--- src/rtl/dcache_ctrl_pkg.sv ---
// Shared types for the dcache controller: access sizes and controller FSM states.
package dcache_ctrl_pkg;

  typedef enum logic [1:0] {
    DC_SIZE_8  = 2'd0,
    DC_SIZE_16 = 2'd1,
    DC_SIZE_32 = 2'd2,
    DC_SIZE_64 = 2'd3
  } dcache_data_size_e;

  typedef enum logic [3:0] {
    INIT_RD,
    IDLE,
    LOOKUP,
    CHECK,
    STORE,
    RESP,
    MEM_RD,
    MEM_WAIT,
    FILL,
    EVICT_CHK,
    WB
  } dcache_ctrl_state_e;

  localparam int unsigned DCACHE_OFFSET_BITS = 3;

  function automatic int unsigned size_bytes(dcache_data_size_e s);
    return 32'd1 << s;
  endfunction

endpackage

--- src/rtl/dcache_ctrl.sv ---
// Write-allocate, write-back controller between the LSU and a direct-mapped dcache.
// Sweeps every line in from memory after reset, then serves loads/stores with refill and victim write-back.
module dcache_ctrl
  import dcache_ctrl_pkg::*;
#(
  parameter int addr_width      = 16,
  parameter int line_width      = 64,
  parameter int depth           = 64,
  parameter int line_addr_width = addr_width - 3
) (
  input  logic                       clk_i,
  input  logic                       rst_ni,
  input  logic                       req_valid_i,
  output logic                       req_ready_o,
  input  logic                       req_write_i,
  input  logic [addr_width-1:0]      req_addr_i,
  input  dcache_data_size_e          req_size_i,
  input  logic [63:0]                req_wdata_i,
  output logic                       resp_valid_o,
  output logic [63:0]                resp_rdata_o,
  output logic                       init_done_o,
  output logic [addr_width-1:0]      c_addr_o,
  output logic                       c_r_valid_o,
  output logic                       c_w_valid_o,
  output dcache_data_size_e          c_r_size_o,
  output dcache_data_size_e          c_w_size_o,
  output logic                       c_dirty_o,
  output logic [line_width-1:0]      c_write_o,
  input  logic                       c_r_valid_i,
  input  logic                       c_miss_i,
  input  logic                       c_ejected_valid_i,
  input  logic [line_width-1:0]      c_read_i,
  input  logic [line_width-1:0]      c_ejected_i,
  input  logic [line_addr_width-1:0] c_ejected_addr_i,
  output logic                       mem_req_valid_o,
  input  logic                       mem_req_ready_i,
  output logic                       mem_we_o,
  output logic [line_addr_width-1:0] mem_addr_o,
  output logic [line_width-1:0]      mem_wdata_o,
  input  logic                       mem_rvalid_i,
  input  logic [line_width-1:0]      mem_rdata_i
);

  localparam int idx_width = (depth > 1) ? $clog2(depth) : 1;

  if (line_width != 64) begin : g_line_width_check
    $error("dcache_ctrl: line_width must be 64");
  end

  dcache_ctrl_state_e state_q, state_d;

  logic [idx_width-1:0]       init_idx_q;
  logic                       init_done_q;
  logic                       lat_write_q;
  logic [addr_width-1:0]      lat_addr_q;
  dcache_data_size_e          lat_size_q;
  logic [63:0]                lat_wdata_q;
  logic [line_width-1:0]      line_buf_q;
  logic [line_addr_width-1:0] wb_addr_q;
  logic [63:0]                resp_rdata_q;

  logic [line_addr_width-1:0] fill_line;
  logic                       last_idx;

  // The sweep walks the init index; afterwards refills target the latched request line.
  assign fill_line = init_done_q ? lat_addr_q[addr_width-1:DCACHE_OFFSET_BITS]
                                 : line_addr_width'(init_idx_q);
  assign last_idx  = (init_idx_q == idx_width'(depth - 1));

  assign init_done_o  = init_done_q;
  assign resp_rdata_o = resp_rdata_q;

  always_ff @(posedge clk_i or negedge rst_ni) begin
    if (!rst_ni) begin
      state_q <= INIT_RD;
    end else begin
      state_q <= state_d;
    end
  end

  always_ff @(posedge clk_i or negedge rst_ni) begin
    if (!rst_ni) begin
      init_idx_q   <= '0;
      init_done_q  <= 1'b0;
      lat_write_q  <= 1'b0;
      lat_addr_q   <= '0;
      lat_size_q   <= DC_SIZE_8;
      lat_wdata_q  <= '0;
      line_buf_q   <= '0;
      wb_addr_q    <= '0;
      resp_rdata_q <= '0;
    end else begin
      case (state_q)
        IDLE: begin
          if (req_valid_i) begin
            lat_write_q <= req_write_i;
            lat_addr_q  <= req_addr_i;
            lat_size_q  <= req_size_i;
            lat_wdata_q <= req_wdata_i;
          end
        end
        CHECK: begin
          if (c_r_valid_i && !c_miss_i) begin
            resp_rdata_q <= lat_write_q ? 64'h0 : c_read_i[63:0];
          end
        end
        MEM_WAIT: begin
          if (mem_rvalid_i) begin
            line_buf_q <= mem_rdata_i;
          end
        end
        FILL: begin
          if (!init_done_q) begin
            if (last_idx) begin
              init_done_q <= 1'b1;
            end else begin
              init_idx_q <= init_idx_q + 1'b1;
            end
          end
        end
        // The fill data is no longer needed here, so the buffer is reused for the victim.
        EVICT_CHK: begin
          if (c_ejected_valid_i) begin
            wb_addr_q  <= c_ejected_addr_i;
            line_buf_q <= c_ejected_i;
          end
        end
        default: ;
      endcase
    end
  end

  always_comb begin
    state_d         = state_q;
    req_ready_o     = 1'b0;
    resp_valid_o    = 1'b0;
    c_addr_o        = '0;
    c_r_valid_o     = 1'b0;
    c_w_valid_o     = 1'b0;
    c_r_size_o      = DC_SIZE_8;
    c_w_size_o      = DC_SIZE_8;
    c_dirty_o       = 1'b0;
    c_write_o       = '0;
    mem_req_valid_o = 1'b0;
    mem_we_o        = 1'b0;
    mem_addr_o      = '0;
    mem_wdata_o     = '0;

    case (state_q)
      INIT_RD: state_d = MEM_RD;
      IDLE: begin
        req_ready_o = 1'b1;
        if (req_valid_i) state_d = LOOKUP;
      end
      LOOKUP: begin
        c_r_valid_o = 1'b1;
        c_addr_o    = lat_addr_q;
        c_r_size_o  = lat_size_q;
        state_d     = CHECK;
      end
      CHECK: begin
        if (c_r_valid_i) begin
          if (c_miss_i)         state_d = MEM_RD;
          else if (lat_write_q) state_d = STORE;
          else                  state_d = RESP;
        end
      end
      STORE: begin
        c_w_valid_o = 1'b1;
        c_dirty_o   = 1'b1;
        c_addr_o    = lat_addr_q;
        c_w_size_o  = lat_size_q;
        c_write_o   = line_width'(lat_wdata_q);
        state_d     = RESP;
      end
      RESP: begin
        resp_valid_o = 1'b1;
        state_d      = IDLE;
      end
      MEM_RD: begin
        mem_req_valid_o = 1'b1;
        mem_addr_o      = fill_line;
        if (mem_req_ready_i) state_d = MEM_WAIT;
      end
      MEM_WAIT: begin
        if (mem_rvalid_i) state_d = FILL;
      end
      // A full-line read size makes any ejection carry the whole victim line.
      FILL: begin
        c_w_valid_o = 1'b1;
        c_addr_o    = {fill_line, {DCACHE_OFFSET_BITS{1'b0}}};
        c_w_size_o  = DC_SIZE_64;
        c_r_size_o  = DC_SIZE_64;
        c_write_o   = line_buf_q;
        if (init_done_q)   state_d = EVICT_CHK;
        else if (last_idx) state_d = IDLE;
        else               state_d = INIT_RD;
      end
      EVICT_CHK: begin
        state_d = c_ejected_valid_i ? WB : LOOKUP;
      end
      WB: begin
        mem_req_valid_o = 1'b1;
        mem_we_o        = 1'b1;
        mem_addr_o      = wb_addr_q;
        mem_wdata_o     = line_buf_q;
        if (mem_req_ready_i) state_d = LOOKUP;
      end
      default: state_d = INIT_RD;
    endcase
  end

endmodule

--- config.mk ---
export PLATFORM = sky130hd
export DESIGN_NAME = dcache_ctrl
export DESIGN_NICKNAME = d
export VERILOG_FILES = /design/src/rtl/dcache_ctrl_pkg.sv /design/src/rtl/dcache_ctrl.sv
export SDC_FILE = /design/constraint.sdc
export NUM_CORES = 1
export LEC_CHECK = 0
export CAP_MARGIN = 20
export CORE_AREA = 2 2 206 208
export CTS_BUF_LIST = sky130_fd_sc_hd__clkbuf_4 sky130_fd_sc_hd__clkbuf_8
export DETAILED_ROUTE_END_ITERATION = 10
export DIE_AREA = 0 0 208 210
export PLACE_DENSITY = 0.64
export REMOVE_ABC_BUFFERS = 1
export SLEW_MARGIN = 0
export SYNTH_ARGS = -nofsm -noshare
export SYNTH_HDL_FRONTEND = slang
export SYNTH_SLANG_ARGS = --single-unit
--- constraint.sdc ---
create_clock -name clk_i -period 1.9 [get_ports clk_i]
set_input_delay 0.38 -clock clk_i [delete_from_list [all_inputs] [get_ports clk_i]]
set_output_delay 0.38 -clock clk_i [all_outputs]
set_load 0.01 [all_outputs]
==> impl_metrics.tcl, run 1 <==
set metrics [dict create \
    coreArea_um2 41500 \
    cts.sinks 235 \
    path_class "register to output pin" \
    place_ws_ps -522 \
    grt_pass1_vias 11200 \
    cp-end-kind "output pin" \
    critPathBufInv 3 \
    clkTransAtPathRegs_ps 60 \
    antenna_found_initial 0 \
    dp.cells 2100 \
    irDropWorstVdd_v 0.000699 \
    power.total_mw 24.0 \
    ys_ff_latch 235 \
    ys_warn_count 0 \
    drv_cap 0 \
    grt_usage_pct 20.6 \
    dp_hpwl_um 31400 \
    p_leak_nw 9.48 \
    vias 10800 \
    syn-instance-count 1056 \
    ant_nets 0 \
    die_w_um 208 \
    max_freq_ghz 0.380 \
    post-route-period-util_pct 139 \
    start_util_pct 27.4 \
    boundaryPins 529 \
    n_fill_cell 3762 \
    ys_seq_area_share_pct 51.7 \
    design_area_um2 20500 \
    cts_inserted_buffers 43 \
    cpPeakStageDelay_ps 570 \
    syn_avg_cell_area_um2 10.8 \
    vias_per_cell 4.76 \
    required_ps 1520 \
    reg2reg_from "state_q[1]" \
    violations "negative setup slack" \
    crit_family "simple AND/OR/NAND/NOR gates" \
    synth_top_area_share_pct 51.7 \
    status "finished, violations left" \
    grt_max_degree 76 \
    fin_ws_ps -732 \
    fin_tns_setup_ps -136420 \
    synth_top_cell_by_area "dfrtp_1" \
    clockRootBuffer "clkbuf_8" \
    drt_iter0_drc 499 \
    slowest_stage "or4b_4" \
    p_per_area_nw_per_um2 1170 \
    final_nets 2006 \
    worstMarginPinSlew_ps 523 \
    cp-start-kind "register" \
    die_h_um 210 \
    setup-violations-final 402 \
    clock_skew_ps 24.1 \
    grt_overflow 0 \
    crit_start "state_q[1]" \
    wl_um 48800 \
    worstPathMaxFanout 6 \
    die_area_um2 43700 \
    finalCriticalPeriod_ps 2630 \
    final_cells 2275 \
    synth_edf_count 0 \
    first_pass_iters 5 \
    wl_per_cell_um 21.5 \
    cp_common_cell "buf_6" \
    gp_congestion 0.861 \
    htreeDepth 2 \
    syn_to_final_growth_pct 80.7 \
    critPathArrivalTime_ps 2250 \
    final_common_cell "clkdlybuf4s50_1" \
    hold_viol_final 0 \
    grt_pass1_wl_um 68900 \
    path_cells "buf_6, or4b_4, nor2_4, buf_6, a22o_1, buf_2" \
    cts_tree "done" \
    final_cell_mix "clkdlybuf4s50_1 (295), dfrtp_1 (234), buf_6 (133)" \
    synthTopCellsByArea "dfrtp_1 (52%), mux2_2 (9.8%), mux2i_1 (6.2%), o21ai_0 (6.0%), a22o_1 (5.9%)" \
    ys_types 45 \
    drive_gt1_share_pct 37.7 \
    finalMaxSlewViolations 0 \
    slew_headroom_pct 65.1 \
    rows 75 \
    synth_ff_type "dfrtp_1" \
    hp-class "primary input to async pin" \
    drc 0 \
    grt_setup_unrepaired "yes" \
    ys_async_sr_fraction_pct 100 \
    clock_path_buffers 3 \
    insertion_delay_ps 590 \
    dpl-instance-area_um2 17700 \
    netlist_area_um2 11400 \
    antenna_cells 0 \
    port_buffers 528 \
]
worst paths after layout:
check,endpoint,depth (start not counted),slack (ps)
worst max register to register,init_idx_q[2],8,-360
max in group asynchronous,lat_wdata_q[26],3,900
worst max-delay path,c_addr_o[8],6,-730
worst min-delay path,resp_rdata_o[36],2,340
min in group clk_i,resp_rdata_o[18],3,340
worst min register to register,resp_rdata_o[14],2,480
power by group:
part           total (mW)  internal [mW]  switching, mW
Clock                4.84           2.67           2.17
Sequential           9.07           7.24           1.83
Combinational        10.1           5.69           4.44
what timing repair did:
action	CTS	global route
hold endpoints to repair	47	0
setup endpoints to repair	367	326
buffers inserted	44	28
cloned	18	21
resized for setup	916	236
pin swaps	78	41
hold buffers	1	0
kinds of logic after synthesis:
| logic type | synth area share [%] |
|---|---|
| DFF | 51.7 |
| adders and majority gates | 0.110 |
| AOI/OAI and AO/OA | 13.4 |
| xor gates and xnor gates | 0.462 |
| buffers and inverters | 3.81 |
| muxes | 16.0 |
| and+or+nand+nor | 14.5 |
sequential cells by signal, indices dropped and copies added, names as in the netlist:
name          flops
resp_rdata_o     64
lat_addr_q       16
wb_addr_q        13
lat_write_q       1
line_buf_q       64
lat_size_q        2
init_done_o       1
state_q           4
lat_wdata_q      64
init_idx_q        6
worst reg2reg max path: stages (launching register included):
cell and delay (ps):
dfrtp_1 430, buf_6 140, or4b_4 570, buf_12 180, buf_4 140, a311oi_4 280, buf_4 190, nand2_1 70
xnor2_1 130
synth_stat cells (2+ instances only):
cell        n
mux2i_1    70
a21boi_0    2
nand2_1   151
and3_1      2
a21oi_1     2
and2_1     74
buf_6      10
nor2b_1     2
nor3_1      3
a21o_1      4
buf_2      18
nand3_1     3
o21ai_0   137
a22o_1     77
xnor2_1     5
clkbuf_1   51
nand4_1     2
mux2_2     99
dfrtp_1   235
nor2_1      7
nand2b_1   71
inv_1       2
buf_1       7
metal layers:
| layer | wire length [um] | GRT usage, % | up-vias |
|---|---|---|---|
| met3 | 3600 | 6.64 | 102 |
| met5 | 0 | 0 | - |
| met2 | 25000 | 35.8 | 460 |
| met1 | 18500 | 24.0 | 5289 |
| li1 | - | - | 4987 |
| met4 | 1720 | 6.95 | 0 |
area by class of cell:
type / count / area [um2] / share of cell area (%)
Clock inverter: 7 / 40.0 / 0.195
Multi-Input combinational cell: 732 / 5660 / 27.6
Inverter: 2 / 12.5 / 0.0609
Tap cell: 539 / 674 / 3.28
Timing Repair Buffer: 695 / 7470 / 36.4
Sequential cell: 235 / 5880 / 28.6
Clock buffer: 65 / 801 / 3.90
stage by stage:
step                      util, %  hold WS, ps
final                        49.5          336
after global routing         49.5          321
after CTS                    46.5          292
after detailed placement     42.6          363
after global placement       42.6          363
after floorplan                 -         84.4
(Power assumes the default switching activity.)
==> run 2, diff against run 1 <==
Clock period 1.9 ns to 2.2 ns, I/O delays scaled along.
==> impl_metrics.tcl, run 2 (synthesis gave the netlist of run 1 again) <==
set metrics [dict create \
    status "finished, violations left" \
    violations "negative setup slack" \
    final_common_cell "clkdlybuf4s50_1" \
    dpl-instance-area_um2 17600 \
    slew_headroom_pct 65.6 \
    drive_gt1_share_pct 34.3 \
    regArea_um2 5880 \
    finalCriticalPeriod_ps 2730 \
    path_class "register to output pin" \
    gp_congestion 0.835 \
    crit_end "mem_addr_o[7]" \
    crit_start "state_q[0]" \
    grt_pass1_vias 11000 \
    worstPathMaxFanout 6 \
    grt_usage_pct 20.0 \
    insertion_delay_ps 600 \
    multi_input_area_um2 5490 \
    post-route-period-util_pct 124 \
    final_cell_mix "clkdlybuf4s50_1 (358), dfrtp_1 (234), nand2_1 (134)" \
    dp_hpwl_um 30700 \
    drc 0 \
    hold_ws_ps 384 \
    fin_ws_ps -525 \
    ant_nets 0 \
    max_freq_ghz 0.367 \
    coreArea_um2 41500 \
    final_cells 2273 \
    htreeDepth 2 \
    cp-start-kind "register" \
    wl_um 48600 \
    syn_to_final_growth_pct 77.5 \
    cts_inserted_buffers 44 \
    irDropWorstVdd_v 0.000680 \
    clockRootBuffer "clkbuf_8" \
    p_per_area_nw_per_um2 1050 \
    top_layer "met5" \
    drt_iter0_drc 580 \
    port_buffers 528 \
    die_w_um 208 \
    finalMaxSlewViolations 0 \
    met1_length_um 19000 \
    place_ws_ps -328 \
    required_ps 1760 \
    boundaryPins 529 \
    hp-class "primary input to async pin" \
    design_area_um2 20200 \
    dp.cells 2091 \
    cts_tree "done" \
    n_fill_cell 3871 \
    critPathArrivalTime_ps 2290 \
    grt_pass1_wl_um 67400 \
    p_leak_nw 9.07 \
    first_pass_iters 5 \
    rrSetupSlack_ps -10 \
    clock_path_buffers 3 \
    start_util_pct 27.4 \
    die_area_um2 43700 \
    rr_endpoint "init_idx_q[2]" \
    clock_skew_ps 16.3 \
    worstMarginPinSlew_ps 508 \
    reg2reg_depth 9 \
    wl_per_cell_um 21.4 \
    hold_viol_final 0 \
    drv_cap 0 \
    cts.sinks 235 \
    vias_per_cell 4.71 \
    antenna_found_initial 4 \
    cp-end-kind "output pin" \
    power.total_mw 21.2 \
    rows 75 \
    setup-violations-final 171 \
    grt_max_degree 103 \
    grt_overflow 0 \
    grt_setup_unrepaired "yes" \
    vias 10700 \
    wl_met2_um 24600 \
    clkTransAtPathRegs_ps 60 \
    reg2reg_from "state_q[3]" \
    wl_met3_um 3540 \
    final_nets 1996 \
    die_h_um 210 \
]
## run 2: cell count changes in the layout (fill, tap and decap cells not counted), sizes merged, moves of 4 or more
cell           delta
clkbuf            +6
diode             +4
dlygate4sd2      -62
clkinv            +4
clkdlybuf4s15     +4
clkdlybuf4s50    +63
buf              -26
## run 2: per-layer routing
layer  up-vias  track usage (%)
met3        95             6.72
met4         2             7.75
li1       4964                -
met2       470             33.9
met5         -                0
met1      5167             23.5
## run 2: worst min path at each step
stage / startpoint / end / slack (ps) / cells after the start
2_1_floorplan: rst_ni / init_done_o / 140 / 0
3_3_place_gp: rst_ni / resp_rdata_o[36] / 430 / 1
3_5_place_dp: rst_ni / resp_rdata_o[28] / 420 / 1
4_1_cts: rst_ni / resp_rdata_o[28] / 360 / 2
5_1_grt: rst_ni / resp_rdata_o[28] / 380 / 2
6_report: rst_ni / resp_rdata_o[28] / 380 / 2
## run 2: what timing repair did
item,in CTS,in global routing
endpoints found under the setup margin,169,257
gates resized for setup,834,97
pin swaps,68,27
gates cloned,16,16
hold endpoints to repair,49,0
buffers inserted,56,26
hold buffers,1,0
## run 2: power by group
part / internal [mW] / leakage [nW] / total (mW) / switching (mW)
Combinational: 5.17 / 5.62 / 8.98 / 3.81
Clock: 2.56 / 0.488 / 4.50 / 1.94
Sequential: 6.25 / 2.96 / 7.71 / 1.47
## run 2: final cells by class
type / instances / area share (%)
Timing Repair Buffer: 684 / 35.6
Sequential cell: 235 / 29.1
Multi-Input combinational cell: 732 / 27.2
Clock buffer: 62 / 3.92
Tap cell: 539 / 3.34
Clock inverter: 15 / 0.657
Inverter: 2 / 0.0620
Antenna cell: 4 / 0.0496
## run 2: through the flow
| stage | setup TNS (ps) | util [%] |
|---|---|---|
| after floorplan | -832910 | - |
| after global placement | -25930 | 42.4 |
| after detailed placement | -30270 | 42.4 |
| after CTS | -72940 | 46.9 |
| after global routing | -82710 | 48.6 |
| final | -62820 | 48.7 |
## run 2: critical path, stage by stage (launching register included)
cell and delay [ps]:
dfrtp_1 390, buf_4 140, or4bb_4 580, nor2_4 120
buf_6 130, buf_6 100, a22o_1 130, buf_6 110
==> run 3, diff against run 2 <==
Settings changed: ABC_AREA from default to 1.
Clock period 2.2 ns to 3.3 ns, I/O delays scaled along.
==> impl_metrics.tcl, run 3 <==
set metrics [dict create \
    status "complete, no violations" \
    first_pass_iters 6 \
    drv_cap 0 \
    ys_top_cells_by_count "nand2_1 (462), dfrtp_1 (235), nand3_1 (199)" \
    ys_async_sr_fraction_pct 100 \
    ant_nets 0 \
    wl_um 47600 \
    wl_per_cell_um 18.0 \
    syn_to_final_growth_pct 57.5 \
    p_leak_nw 9.78 \
    synth_top_area_share_pct 48.9 \
    hold_viol_final 0 \
    drive_gt1_share_pct 10.7 \
    design_area_um2 18900 \
    die_h_um 210 \
    final_nets 2368 \
    fin_ws_ps 146 \
    netlist_area_um2 12000 \
    slew_headroom_pct 31.6 \
    cts_inserted_buffers 43 \
    htreeDepth 2 \
    place_ws_ps 455 \
    cts_tree "done" \
    gp_congestion 0.906 \
    dpl-instance-area_um2 17800 \
    ys_types 29 \
    dp.cells 2562 \
    post-route-period-util_pct 95.6 \
    ys_ff_latch 235 \
    required_ps 2640 \
    rows 75 \
    synth_most_common_cell "nand2_1" \
    syn_avg_cell_area_um2 7.65 \
    hold_ws_ps 58.8 \
    clkTransAtPathRegs_ps 60 \
    irDropWorstVdd_v 0.000384 \
    final_cell_mix "clkdlybuf4s50_1 (469), nand2_1 (455), dfrtp_1 (232)" \
    die_w_um 208 \
    reg2reg_from "state_q[3]" \
    crit_start "state_q[1]" \
    start_util_pct 29.0 \
    clock_skew_ps 19.8 \
    synthTopCellsByArea "dfrtp_1 (49%), nand2_1 (14%), nand3_1 (8.3%), o21ai_0 (6.7%), nor2_1 (4.1%)" \
    clock_path_buffers 3 \
    hp-class "primary input to async pin" \
    grt_pass1_wl_um 72500 \
    insertion_delay_ps 610 \
    drc 0 \
    ys_seq_area_share_pct 48.9 \
    setup-violations-final 0 \
    power.total_mw 13.8 \
    grt_max_degree 89 \
    vias 12500 \
    finalCriticalPeriod_ps 3150 \
    fin_tns_setup_ps 0 \
    grt_setup_unrepaired "yes" \
    vias_per_cell 4.74 \
    drt_iter0_drc 812 \
    synth_edf_count 0 \
    critPathArrivalTime_ps 2490 \
    synth_top_cell_by_area "dfrtp_1" \
    coreArea_um2 41500 \
    cts.sinks 235 \
    cp-end-kind "output pin" \
    finish.utilization_pct 45.6 \
    port_buffers 528 \
    path_class "register to output pin" \
    boundaryPins 529 \
    antenna_found_initial 3 \
    grt_pass1_vias 12500 \
    syn-instance-count 1571 \
    worstMarginPinSlew_ps 1030 \
    worstPathMaxFanout 7 \
    clockRootBuffer "clkbuf_8" \
    final_common_cell "clkdlybuf4s50_1" \
    ys_warn_count 0 \
    final_cells 2642 \
    dp_hpwl_um 34000 \
    p_per_area_nw_per_um2 731 \
    synth_ff_type "dfrtp_1" \
    cp-start-kind "register" \
    max_freq_ghz 0.317 \
    die_area_um2 43700 \
    grt_overflow 0 \
    finalMaxSlewViolations 0 \
    grt_usage_pct 21.1 \
]
==> run 3: path summary, 6_finish.rpt <==
check	to	slack, ps	cells past startpoint
setup / recovery	c_addr_o[13]	150	8
hold / removal	wb_addr_q[7]	60	1
setup reg to reg	line_buf_q[40]	950	9
hold reg to reg	lat_wdata_q[31]	470	2
max in group asynchronous	line_buf_q[47]	2420	2
min in group clk_i	lat_wdata_q[31]	470	2
==> run 3: cell type report <==
class	count	area [um2]
inverter	117	453
clock inverter	11	114
timing repair buffer	568	5840
antenna	3	7.51
clock buffer	63	805
sequential	235	5880
tap	539	674
fill	4157	22600
multi-input combinational	1106	5150
==> run 3: what timing repair did <==
item | 4_1_cts | 5_1_grt
gates cloned | 0 | 1
hold endpoints to repair | 0 | 0
resized for setup | 16 | 64
hold buffers | 0 | 0
endpoints found under the setup margin | 82 | 113
pin swaps | 0 | 1
buffers inserted | 0 | 2
==> run 3: worst max-delay path: stages (launching register included) <==
cell             delay [ps]
dfrtp_1                 440
inv_1                    90
nor2_2                  200
nand2_1                 160
nand2_2                 120
a21oi_1                  70
buf_4                   180
nor2_1                   90
clkdlybuf4s50_1         560
==> run 3: logic make-up after synthesis <==
| logic type | Yosys count | share of synthesized area (%) |
|---|---|---|
| flip-flops | 235 | 48.9 |
| adder cells (fa/ha/maj) | 1 | 0.104 |
| XOR/XNOR | 4 | 0.291 |
| AND/OR/NAND/NOR | 839 | 29.6 |
| AO/OA/AOI/OAI | 262 | 12.5 |
| buffers and inverters | 230 | 8.56 |
==> run 3: layer usage <==
metal	global-route usage (%)	wire (um)	vias to the layer above	part of all wire, %
met1	27.4	20000	5971	42
met3	4.23	2830	96	5.9
met4	8.85	1720	0	3.6
li1	-	-	6024	-
met5	0	0	-	0
met2	34.4	23100	442	48
==> run 3: power by group <==
| group | switching (mW) | internal [mW] |
|---|---|---|
| registers | 0.567 | 4.11 |
| clock network | 1.32 | 1.72 |
| logic | 3.51 | 2.60 |
